`src/rtl/line_fill_engine.sv`:
```
// Cache-miss line fill sequencer: optional victim writeback burst, then line read burst.
// Optional build macro CRITICAL_WORD_FIRST_EN starts the read burst at req_word and wraps.
module line_fill_engine #(
  parameter int mem_depth  = 32,
  parameter int data_width = 32,
  parameter int line_words = 4
) (
  input  logic                                                  clk,
  input  logic                                                  rst,
  input  logic                                                  req_valid,
  output logic                                                  req_ready,
  input  logic [$clog2(mem_depth)-$clog2(line_words)-1:0]       req_line,
  input  logic                                                  req_wb,
  input  logic [$clog2(mem_depth)-$clog2(line_words)-1:0]       req_wb_line,
  input  logic [$clog2(line_words)-1:0]                         req_word,
  output logic [$clog2(line_words)-1:0]                         wb_idx,
  input  logic [data_width-1:0]                                 wb_data,
  output logic                                                  fill_valid,
  output logic [$clog2(line_words)-1:0]                         fill_idx,
  output logic [data_width-1:0]                                 fill_data,
  output logic                                                  done,
  output logic [$clog2(mem_depth)-1:0]                          mem_raddr,
  output logic                                                  mem_ren,
  input  logic                                                  mem_rready,
  input  logic [data_width-1:0]                                 mem_rdata,
  input  logic                                                  mem_rdata_valid,
  output logic [$clog2(mem_depth)-1:0]                          mem_waddr,
  output logic                                                  mem_wen,
  input  logic                                                  mem_wready,
  output logic [data_width-1:0]                                 mem_wdata
);
  localparam int AW = $clog2(mem_depth);
  localparam int LW = $clog2(line_words);
  localparam int LA = AW - LW;
  localparam logic [LW:0] NWORDS = (LW+1)'(line_words);

  typedef enum logic [1:0] {IDLE, WB, RD, DONE} state_t;

  state_t          state_q, state_d;
  logic [LA-1:0]   line_q, line_d;
  logic [LA-1:0]   wb_line_q, wb_line_d;
  logic [LW-1:0]   wcnt_q, wcnt_d;
  logic [LW-1:0]   icnt_q, icnt_d;
  logic [LW:0]     issued_q, issued_d;
  logic [LW-1:0]   rcnt_q, rcnt_d;
  logic [LW-1:0]   ridx_q, ridx_d;
  logic [LW-1:0]   start_word;

`ifdef CRITICAL_WORD_FIRST_EN
  always_comb start_word = req_word;
`else
  logic unused_req_word;
  always_comb begin
    start_word      = '0;
    unused_req_word = ^req_word;
  end
`endif

  always_ff @(posedge clk or posedge rst) begin
    if (rst) begin
      state_q   <= IDLE;
      line_q    <= '0;
      wb_line_q <= '0;
      wcnt_q    <= '0;
      icnt_q    <= '0;
      issued_q  <= '0;
      rcnt_q    <= '0;
      ridx_q    <= '0;
    end else begin
      state_q   <= state_d;
      line_q    <= line_d;
      wb_line_q <= wb_line_d;
      wcnt_q    <= wcnt_d;
      icnt_q    <= icnt_d;
      issued_q  <= issued_d;
      rcnt_q    <= rcnt_d;
      ridx_q    <= ridx_d;
    end
  end

  always_comb begin
    state_d   = state_q;
    line_d    = line_q;
    wb_line_d = wb_line_q;
    wcnt_d    = wcnt_q;
    icnt_d    = icnt_q;
    issued_d  = issued_q;
    rcnt_d    = rcnt_q;
    ridx_d    = ridx_q;

    req_ready  = (state_q == IDLE);
    done       = (state_q == DONE);
    mem_wen    = (state_q == WB);
    mem_ren    = (state_q == RD) && (issued_q < NWORDS);
    // Returns only count while reading, so a return still in flight across reset is dropped.
    fill_valid = (state_q == RD) && mem_rdata_valid;

    wb_idx    = wcnt_q;
    mem_waddr = mem_wen ? {wb_line_q, wcnt_q} : '0;
    mem_wdata = mem_wen ? wb_data : '0;
    mem_raddr = mem_ren ? {line_q, icnt_q} : '0;
    fill_idx  = fill_valid ? ridx_q : '0;
    fill_data = fill_valid ? mem_rdata : '0;

    unique case (state_q)
      IDLE: begin
        if (req_valid) begin
          line_d    = req_line;
          wb_line_d = req_wb_line;
          wcnt_d    = '0;
          icnt_d    = start_word;
          ridx_d    = start_word;
          issued_d  = '0;
          rcnt_d    = '0;
          state_d   = req_wb ? WB : RD;
        end
      end
      WB: begin
        if (mem_wready) begin
          wcnt_d = wcnt_q + LW'(1);
          if (wcnt_q == '1) state_d = RD;
        end
      end
      RD: begin
        if (mem_ren && mem_rready) begin
          icnt_d   = icnt_q + LW'(1);
          issued_d = issued_q + (LW+1)'(1);
        end
        if (fill_valid) begin
          ridx_d = ridx_q + LW'(1);
          rcnt_d = rcnt_q + LW'(1);
          if (rcnt_q == '1) state_d = DONE;
        end
      end
      DONE: state_d = IDLE;
      default: state_d = IDLE;
    endcase
  end
endmodule

```
`config.mk`:
```
export PLATFORM = sky130hd
export DESIGN_NAME = line_fill_engine
export DESIGN_NICKNAME = d
export VERILOG_FILES = /design/src/rtl/line_fill_engine.sv
export SDC_FILE = /design/constraint.sdc
export NUM_CORES = 1
export LEC_CHECK = 0
export CAP_MARGIN = 30
export CORE_UTILIZATION = 32
export CTS_CLUSTER_SIZE = 28
export DETAILED_ROUTE_END_ITERATION = 10
export GPL_ROUTABILITY_DRIVEN = 0
export PLACE_DENSITY = 0.87
export SYNTH_ARGS = -nofsm -noshare
export SYNTH_HDL_FRONTEND = slang
export SYNTH_SLANG_ARGS = --single-unit
```
`constraint.sdc`:
```
create_clock -name clk -period 2.3 [get_ports clk]
set_input_delay 0.23 -clock clk [delete_from_list [all_inputs] [get_ports clk]]
set_output_delay 0.23 -clock clk [all_outputs]
set_load 0.02 [all_outputs]
```
==> metrics, run 1 <==
final setup violation count=0; Synth area leader=dfrtp_1; Longest Clk Path Bufs=2; Starting DRT DRC Count=32; first-pass GRT wire length=8310 um; Mapped Cells=191; Period minus WS final=2180 ps; First-pass DRT Iterations=4; Hold Fails Final Rpt=0; CTS Buf Count=3; worst-skew pair later-pin latency=250 ps; Post-CTS Setup Inserts=0; CP startpoint kind=flop; CTS tree=built; vias after detailed routing=1930; Post-DP HPWL=4590 um; Primary FF master, synth=dfrtp_1; VDD IR max=406 uV; max-cap violations=0; vias in the first global route=1842; Place WS=207 ps; IO buf count=159; n_diodes=0; worst slew pin tran=731 ps; grt total ovfl=0; Synth top area share=29.3%; status=finished clean; largest net degree at the start of global routing=55; Total Power=3.17 mW; initial core utilization=33.7%; Cell variety after synth=29; die width=73.3 um; Root Driver=clkbuf_8; Arrival @ worst endpoint=1950 ps; setup_tns=0 ps; unrepaired setup endpoints after global routing=no; Post-synth EDFFs=0; vias per cell=4.71; Cell Area, Synth=1630 sq um; Core ar.=4820 sq um; fill cell count=374; IO Pins=162; post-synthesis sequential area ratio=29.3%; H-tree levels=1; Reg clk slew, reported paths=70 ps; utilization after layout=69.8%; fin crit share=94.9%; yosys warns=0; initial antenna violation count=0; critical path class=reg2out; setup ws final=117 ps; CP Max Fanout=27; relative slew slack=51.2%; max-slew violations=0; max frequency=0.458 GHz; Die ar.=5370 sq um; Total Routing Usage GR=20.3%; area grow syn2layout=107%; critical path data required time=2070 ps; die height=73.3 um; Post-layout nets=431; Routed Antenna Nets=0; Hold Path Class=in2async; clk sink count=19; Post-Route Skew=1.06 ps; Syn Area/Cell=8.51 sq um; Async S/R FF share, synth=100%; Power Dens Cells=943 nW/um^2; Core Rows=25; critical path capture point type=primary output; fraction of layout cells with a size suffix above 1=4.96%; Syn Nets=278; leakage=1.76 nW; WHS=419 ps; DRC Markers=0; top cells by area, synth=dfrtp_1, and2_1, and3_1; post-synthesis register bit count=19; final WL=5730 um; number of hold-repair buffers added at the cts stage=0; DR WL/cell=14.0 um
==> cell usage after synthesis, types with 2 or more instances <==
| cell type | number |
|---|---|
| nand2_1 | 13 |
| inv_1 | 6 |
| ha_1 | 8 |
| mux2i_1 | 5 |
| a22o_1 | 5 |
| nor2b_1 | 4 |
| nand2b_1 | 9 |
| a31oi_1 | 2 |
| clkbuf_1 | 12 |
| o21ai_0 | 4 |
| o221ai_1 | 3 |
| and3_1 | 34 |
| and2_1 | 44 |
| mux2_2 | 6 |
| buf_2 | 2 |
| nand3b_1 | 2 |
| o211ai_1 | 2 |
| dfrtp_1 | 19 |
==> repair_timing <==
| item | 4_1_cts | 5_1_grt |
|---|---|---|
| cloned | 0 | 1 |
| gates resized for setup | 30 | 12 |
| endpoints found under the setup margin | 32 | 11 |
==> state kept, by name, summed over array words and instances, names as in the netlist <==
name,flops
line_q,3
issued_q,3
wb_line_q,3
rcnt_q,2
ridx_q,2
wb_idx,2
state_q,2
icnt_q,2
==> layout make-up <==
cell class / instances / area [sq um] / share of cell area, %
clock buffer: 4 / 45.0 / 1.34
multi-input combinational: 151 / 1070 / 31.8
tap: 67 / 83.8 / 2.49
sequential: 19 / 475 / 14.1
inverter: 6 / 22.5 / 0.670
timing repair buffer: 163 / 1670 / 49.5
==> final timing paths <==
path	from	endpoint	slack [ps]	cells after the start
min	rst	line_q[1]	420	2
min in group clk	wb_line_q[0]	wb_line_q[0]	500	1
max	state_q[0]	fill_valid	120	5
min reg2reg	wb_line_q[0]	wb_line_q[0]	500	1
max in group asynchronous	rst	ridx_q[0]	1420	2
max reg2reg	state_q[1]	icnt_q[1]	490	5
==> metal layers <==
metal  global-route usage (%)  vias up  share of wire [%]
li1                         -      958                  -
met1                     20.9      860                 36
met2                     39.0      108                 52
met3                     7.13        4                 11
met4                     4.36        0               0.80
met5                        0        -                  0
==> cells by family after synthesis <==
group                    after synthesis  synth area share, %
adder cells (fa/ha/maj)                8                 6.16
AO/OA/AOI/OAI                         22                 11.2
multiplexers                          11                 7.24
buffers and inverters                 21                 5.47
AND/OR/NAND/NOR                      110                 40.7
flip-flops                            19                 29.3
==> stage by stage <==
step | instance area (sq um) | instances
2_1_floorplan | 1630 | 191
3_3_place_gp | 3290 | 405
3_5_place_dp | 3290 | 405
4_1_cts | 3310 | 409
5_1_grt | 3360 | 410
6_report | 3360 | 410
==> power breakdown <==
group          internal (mW)  switching, mW  total (mW)
combinational           1.18           1.16        2.35
clock                  0.123          0.101       0.223
sequential             0.482          0.122       0.604
==> layout by cell type (no fill, tap or decap), drive strengths merged, types with 2 or more instances in the layout <==
cell	synthesis	layout
dlymetal6s2s	0	10
nor2b	5	5
o211ai	2	2
o21ai	4	4
clkbuf	12	5
buf	3	3
and2	44	44
mux2i	5	5
o221ai	3	3
and3	34	34
a31oi	2	2
clkdlybuf4s50	0	120
mux2	6	6
dlygate4sd2	0	29
nand2	13	13
ha	8	8
inv	6	6
dfrtp	19	19
nand2b	9	9
nand3b	2	2
a22o	5	5
==> worst max-delay path: stages (launching register included) <==
cell	delay, ps
dfrtp_1	410
inv_1	120
ha_2	280
buf_12	170
and2_1	130
clkdlybuf4s50_1	600
(Power assumes the default switching activity.)
==> inputs of run 2 (changes only) <==
--- a/config.mk
+++ b/config.mk
@@ -11,6 +11,7 @@
 export DETAILED_ROUTE_END_ITERATION = 10
 export GPL_ROUTABILITY_DRIVEN = 0
 export PLACE_DENSITY = 0.87
+export SKIP_CTS_REPAIR_TIMING = 1
 export SYNTH_ARGS = -nofsm -noshare
 export SYNTH_HDL_FRONTEND = slang
 export SYNTH_SLANG_ARGS = --single-unit
==> run 2 against run 1 <==
Against the previous run: sequential cell count did not move; clock-buffer cell count stayed put; highest routed layer unchanged; critical endpoint unchanged; via count is 0.16% higher; combinational power is 2% higher; setup slack lost 11 ps; critical path type unchanged; fmax down 0.49%; utilization up 2.3 points; clock skew about the same; sequential share of layout area down 0.44 points; non-clock buffer count is the same.
==> metrics, run 2 (synthesis gave the netlist of run 1 again) <==
Clk pwr share=7.0% (about the same); IO buf count=159 (unchanged); Arrival @ worst endpoint=1960 ps (about the same); Switching Fraction=43.2% (-0.48 points); unrepaired setup endpoints after global routing=no; CTS Buf Count=3 (unchanged); Hold Path Class=in2async; Power Dens Cells=927 nW/um^2 (-1.8%); largest net degree at the start of global routing=55 (unchanged); first-pass GRT wire length=8320 um (+0.17%); commonest non-fill, non-tap cell in the layout=clkdlybuf4s50_1; Post-Layout Cell Count=410 (unchanged); Reg clk slew, reported paths=70 ps (about the same); Internal Power=1.83 mW (+2.3%); leakage=2.14 nW (+21%); critical path capture point type=primary output; IO Pins=162 (unchanged); Reg2Reg Depth=5 (unchanged); vias per cell=4.71 (+0.16%); setup ws final=106 ps (-10.8 ps); register-to-register setup slack=480 ps (about the same); DRC Markers=0 (unchanged); CP Max Fanout=27 (unchanged); placed inst area=3290 sq um (unchanged); max frequency=0.456 GHz (-0.49%); clk sink count=19 (unchanged); final setup violation count=0 (unchanged); fill cell count=352 (-5.9%); worst slew pin tran=741 ps (+10.5 ps); Routed Antenna Nets=0 (unchanged); status=finished clean; max-slew violations=0 (unchanged); fraction of layout cells with a size suffix above 1=4.96% (unchanged); Gate power share=74.2% (+0.3 points); critical path data required time=2070 ps (about the same); critical path class=reg2out; post-route cell area=3470 sq um (+3.2%); die width=73.3 um (unchanged); Place WS=207 ps (unchanged); VDD IR max=437 uV (+7.8%); Core Rows=25 (unchanged); n_diodes=0 (unchanged); Longest Clk Path Bufs=2 (unchanged); Period minus WS final=2190 ps (+10.8 ps); Root Driver=clkbuf_8; FF-to-FF End=icnt_q[1]; reg2reg start=state_q[1]; worst-skew pair later-pin latency=250 ps (about the same); final WL=5870 um (+2.4%); grt total ovfl=0 (unchanged); area grow syn2layout=114%; die height=73.3 um (unchanged); First-pass DRT Iterations=4 (unchanged); Total Routing Usage GR=20.3% (+0.029 points); Largest regs=issued_q (3), line_q (3), wb_line_q (3); DP Cell Count=405 (unchanged); Post-layout nets=431 (unchanged); CP startpoint kind=flop; Die ar.=5370 sq um (unchanged); max-cap violations=0 (unchanged); Post-Route Skew=1.02 ps (-0.0350 ps); vias after detailed routing=1933 (+0.16%); fin crit share=95.4% (+0.47 points); DR WL/cell=14.3 um (+2.4%); NetSw=1.39 mW (+0.29%); vias in the first global route=1846 (+0.22%); initial antenna violation count=0 (unchanged); WHS=421 ps (+2.45 ps); Hold Fails Final Rpt=0 (unchanged); H-tree levels=1 (unchanged); Core ar.=4820 sq um (unchanged); Seq pwr share=18.8% (-0.2 points); CTS tree=built; Post-DP HPWL=4590 um (unchanged); initial core utilization=33.7% (unchanged); commonest cells after routing, fill and taps aside=clkdlybuf4s50_1, and2_1, dlymetal6s2s_1, and3_1, dfrtp_1; Starting DRT DRC Count=24 (-25%); relative slew slack=50.5% (-0.70 points)
run 2: cell count changes in the layout (fill, tap and decap cells not counted), sizes merged:
cell,change
dlymetal6s2s,+29
dlygate4sd2,-29
run 2: power by group through the flow:
stage | combinational, mW | clock, mW | sequential, mW
5_1_grt | 2.56 | 0.248 | 0.628
6_report | 2.39 | 0.226 | 0.604
2_1_floorplan | 1.37 | 0 | 0.593
3_5_place_dp | 2.36 | 0 | 0.607
3_3_place_gp | 2.30 | 0 | 0.596
4_1_cts | 2.36 | 0.230 | 0.603
run 2: worst max-delay path, stage by stage, from the launching register on:
cell and delay, ps:
dfrtp_1 410, inv_1 120, ha_2 280, buf_12 170, and2_1 130, clkdlybuf4s50_1 600
run 2: per-stage QoR:
step | total power [mW] | setup TNS [ps] | utilization, %
floorplan | 1.96 | 0 | -
global placement | 2.89 | 0 | 68.4
detailed placement | 2.97 | 0 | 68.4
CTS | 3.19 | -574 | 69.3
global route | 3.43 | 0 | 72.1
finish | 3.22 | 0 | 72.1
run 2: layout make-up:
| type | instances | area (sq um) | area share [%] |
|---|---|---|---|
| inverter | 6 | 22.5 | 0.649 |
| sequential | 19 | 475 | 13.7 |
| clock buffer | 4 | 45.0 | 1.30 |
| multi-input combinational | 151 | 1070 | 30.8 |
| timing repair buffer | 163 | 1770 | 51.1 |
| tap | 67 | 83.8 | 2.41 |
run 2: worst max-delay path by stage:
stage / from / endpoint / cells past startpoint
finish: state_q[0] / fill_valid / 5
global route: state_q[0] / fill_valid / 5
CTS: state_q[0] / mem_raddr[1] / 5
detailed placement: state_q[0] / mem_raddr[1] / 5
global placement: state_q[0] / mem_raddr[2] / 5
floorplan: state_q[0] / mem_raddr[0] / 5
run 2: layer usage:
layer	up-vias	track usage [%]	wire length, um
li1	956	-	-
met4	0	4.36	73
met3	6	7.41	646
met2	110	39.1	3120
met1	861	20.8	2040
met5	-	0	0
==> patch, RTL diff (settings of run 2) <==
Add a define of `CRITICAL_WORD_FIRST_EN`.
--- a/src/rtl/line_fill_engine.sv
+++ b/src/rtl/line_fill_engine.sv
@@ -2,2 +2,4 @@
 // Optional build macro CRITICAL_WORD_FIRST_EN starts the read burst at req_word and wraps.
+`define CRITICAL_WORD_FIRST_EN
+
 module line_fill_engine #(
Check against the original RTL: not equivalent (a bounded check fails within 4 cycles, from zero or initial values and one cycle with rst high).
==> patch against run 2 <==
- setup slack got worse by 0.013 ns
- wire length up 4.1%
- sequential power increased by 2%
- final area rose by 1.3%
- sequential cell count is the same
- first-iteration DRC count grew to 3.2 times the old value
- area after synthesis grew 1.5%
- total power is 5.8% higher
- critical path type unchanged
- largest power group unchanged
==> patch: results (changes against run 2) <==
Outcome
  • Status: finished clean (unchanged)

Place
  • DP HPWL: 4500 µm (was 4590 µm)
  • Placed Cells: 405 (unchanged)
  • I/O Buffers: 161 (was 159)
  • Pre-CTS setup slack: 0.291 ns (was 0.207 ns)
  • Post-DP Area: 3330 µm² (was 3290 µm²)

GRT
  • First-pass GRT wire length: 8500 µm (was 8320 µm)
  • Total GRT Usage: 0.201 (was 0.203)
  • Largest net degree at the start of global routing: 52 (was 55)
  • Number of global-route vias before repair: 1675 (was 1846)
  • Initial antenna violation count: 0 (unchanged)

Clock tree
  • TritonCTS Buffers: 3 (unchanged)
  • H-tree depth: 1 (unchanged)
  • Clk buf depth: 2 (unchanged)
  • Worst skew pair latency: ~0.26 ns
  • Clk pin slew, worst setup/hold paths: 0.07 ns (about the same)
  • Clk root buf: clkbuf_8 (unchanged)

Synthesis
  • Post-Synthesis Net Count: 273 (was 278)
  • Ys async rst share: 1.00 (unchanged)
  • Mux share of post-synthesis cell area: 0.0918 (was 0.0724)
  • Largest cells by area after synthesis: dfrtp_1, and2_1, and3_1 (unchanged)
  • Synth cell types: 32 (was 29)
  • Register area share after synthesis: 0.288 (was 0.293)
  • Xor/xnor cell area share of the yosys netlist: 0 (unchanged)
  • Synth top cells by count: and2_1, and3_1, dfrtp_1 (unchanged)
  • Compound-Gate Fraction of Synth Area: 0.131 (was 0.112)
  • Synth Area in Adders: 0.0607 (was 0.0616)
  • Synth area leader: dfrtp_1 (unchanged)
  • Syn Inst Count: 186 (was 191)
  • Synth Warn #: 0 (unchanged)

Setup path
  • Crit path DAT: 1.98 ns (was 1.96 ns)
  • Critical-path top delay cell: clkdlybuf4s50_1 (unchanged)
  • Crit path max fanout: 29 (was 27)
  • Number of cells on the worst reg-to-reg path: 5 (unchanged)
  • Max incr delay on CP: 0.62 ns (was 0.60 ns)

Worst hold path
  • Worst hold path class: in2async (unchanged)

Finish
  • N_diodes: 0 (unchanged)
  • Top flop regs: issued_q (3), line_q (3), wb_line_q (3) (unchanged)
  • Fin cells: 410 (unchanged)
  • Share of post-route cells with drive strength above 1: 0.0758 (was 0.0496)
  • Final layout net count: 431 (unchanged)

Timing
  • Worst Tran Pin Value: 0.738 ns (was 0.741 ns)
  • Final Skew: 0.00136 ns (was 0.00102 ns)

Power and ir drop
  • Leak: 2.25 nW (was 2.14 nW)
  • Worst vdd ir: 0.782 mV (was 0.437 mV)

Route
  • 1st-iter DRT viols: 77 (was 24)
  • # DRC: 0 (unchanged)
  • Wire length per cell: 14.9 µm (was 14.3 µm)
  • Via count: 1936 (was 1933)
-- patch: changes by cell type in the layout (fill, tap and decap cells not counted), sizes merged, moves of 3 or more --
cell and delta:
clkdlybuf4s50 -4, dlymetal6s2s +6, nand2 -8, o221ai -3
buf +3
-- patch: area by class of cell --
| cell class | instances | area [µm²] |
|---|---|---|
| tap | 67 | 83.8 |
| inverter | 7 | 26.3 |
| timing repair buffer | 168 | 1810 |
| clock inverter | 1 | 5.00 |
| clock buffer | 3 | 41.3 |
| sequential | 19 | 475 |
| fill | 366 | 1330 |
| multi-input combinational | 145 | 1080 |
-- patch: power by group --
| group | total [mW] | internal [mW] | switching (mW) | leakage (nW) |
|---|---|---|---|---|
| clock | 0.239 | 0.121 | 0.119 | 0.0255 |
| sequential | 0.614 | 0.491 | 0.123 | 0.234 |
| combinational | 2.55 | 1.30 | 1.25 | 1.99 |
| total | 3.40 | 1.92 | 1.49 | 2.25 |
-- patch: path summary, 6_finish.rpt --
path / from / end / slack (ns)
worst max-delay path: state_q[1] / mem_wdata[16] / 0.09
worst min-delay path: rst / wb_line_q[0] / 0.39
worst max register to register: state_q[1] / issued_q[0] / 0.40
worst min register to register: line_q[2] / line_q[2] / 0.50
max in group asynchronous: rst / wb_idx[0] / 1.45
min in group clk: line_q[2] / line_q[2] / 0.50
-- patch: kinds of logic (layout without fill, tap and decap cells) --
logic type	count (synthesis)	in the layout
mux	13	13
buf+inv	22	179
compound gates	25	25
simple gates	99	99
fa+ha+maj	8	8
flops	19	19
-- patch: layer usage --
| metal | up-vias | GRT usage | wire length [µm] |
|---|---|---|---|
| met1 | 904 | 0.243 | 2350 |
| met2 | 70 | 0.357 | 3330 |
| met4 | 0 | 0.0427 | 84 |
| li1 | 952 | - | - |
| met5 | - | 0 | 0 |
| met3 | 10 | 0.0521 | 348 |
-- patch: worst max-delay path: cells and delay by family (launching register included) --
| family | cells | cell delay (ns) |
|---|---|---|
| fa+ha+maj | 1 | 0.21 |
| flops | 1 | 0.41 |
| simple gates | 1 | 0.15 |
| buf+inv | 3 | 0.95 |
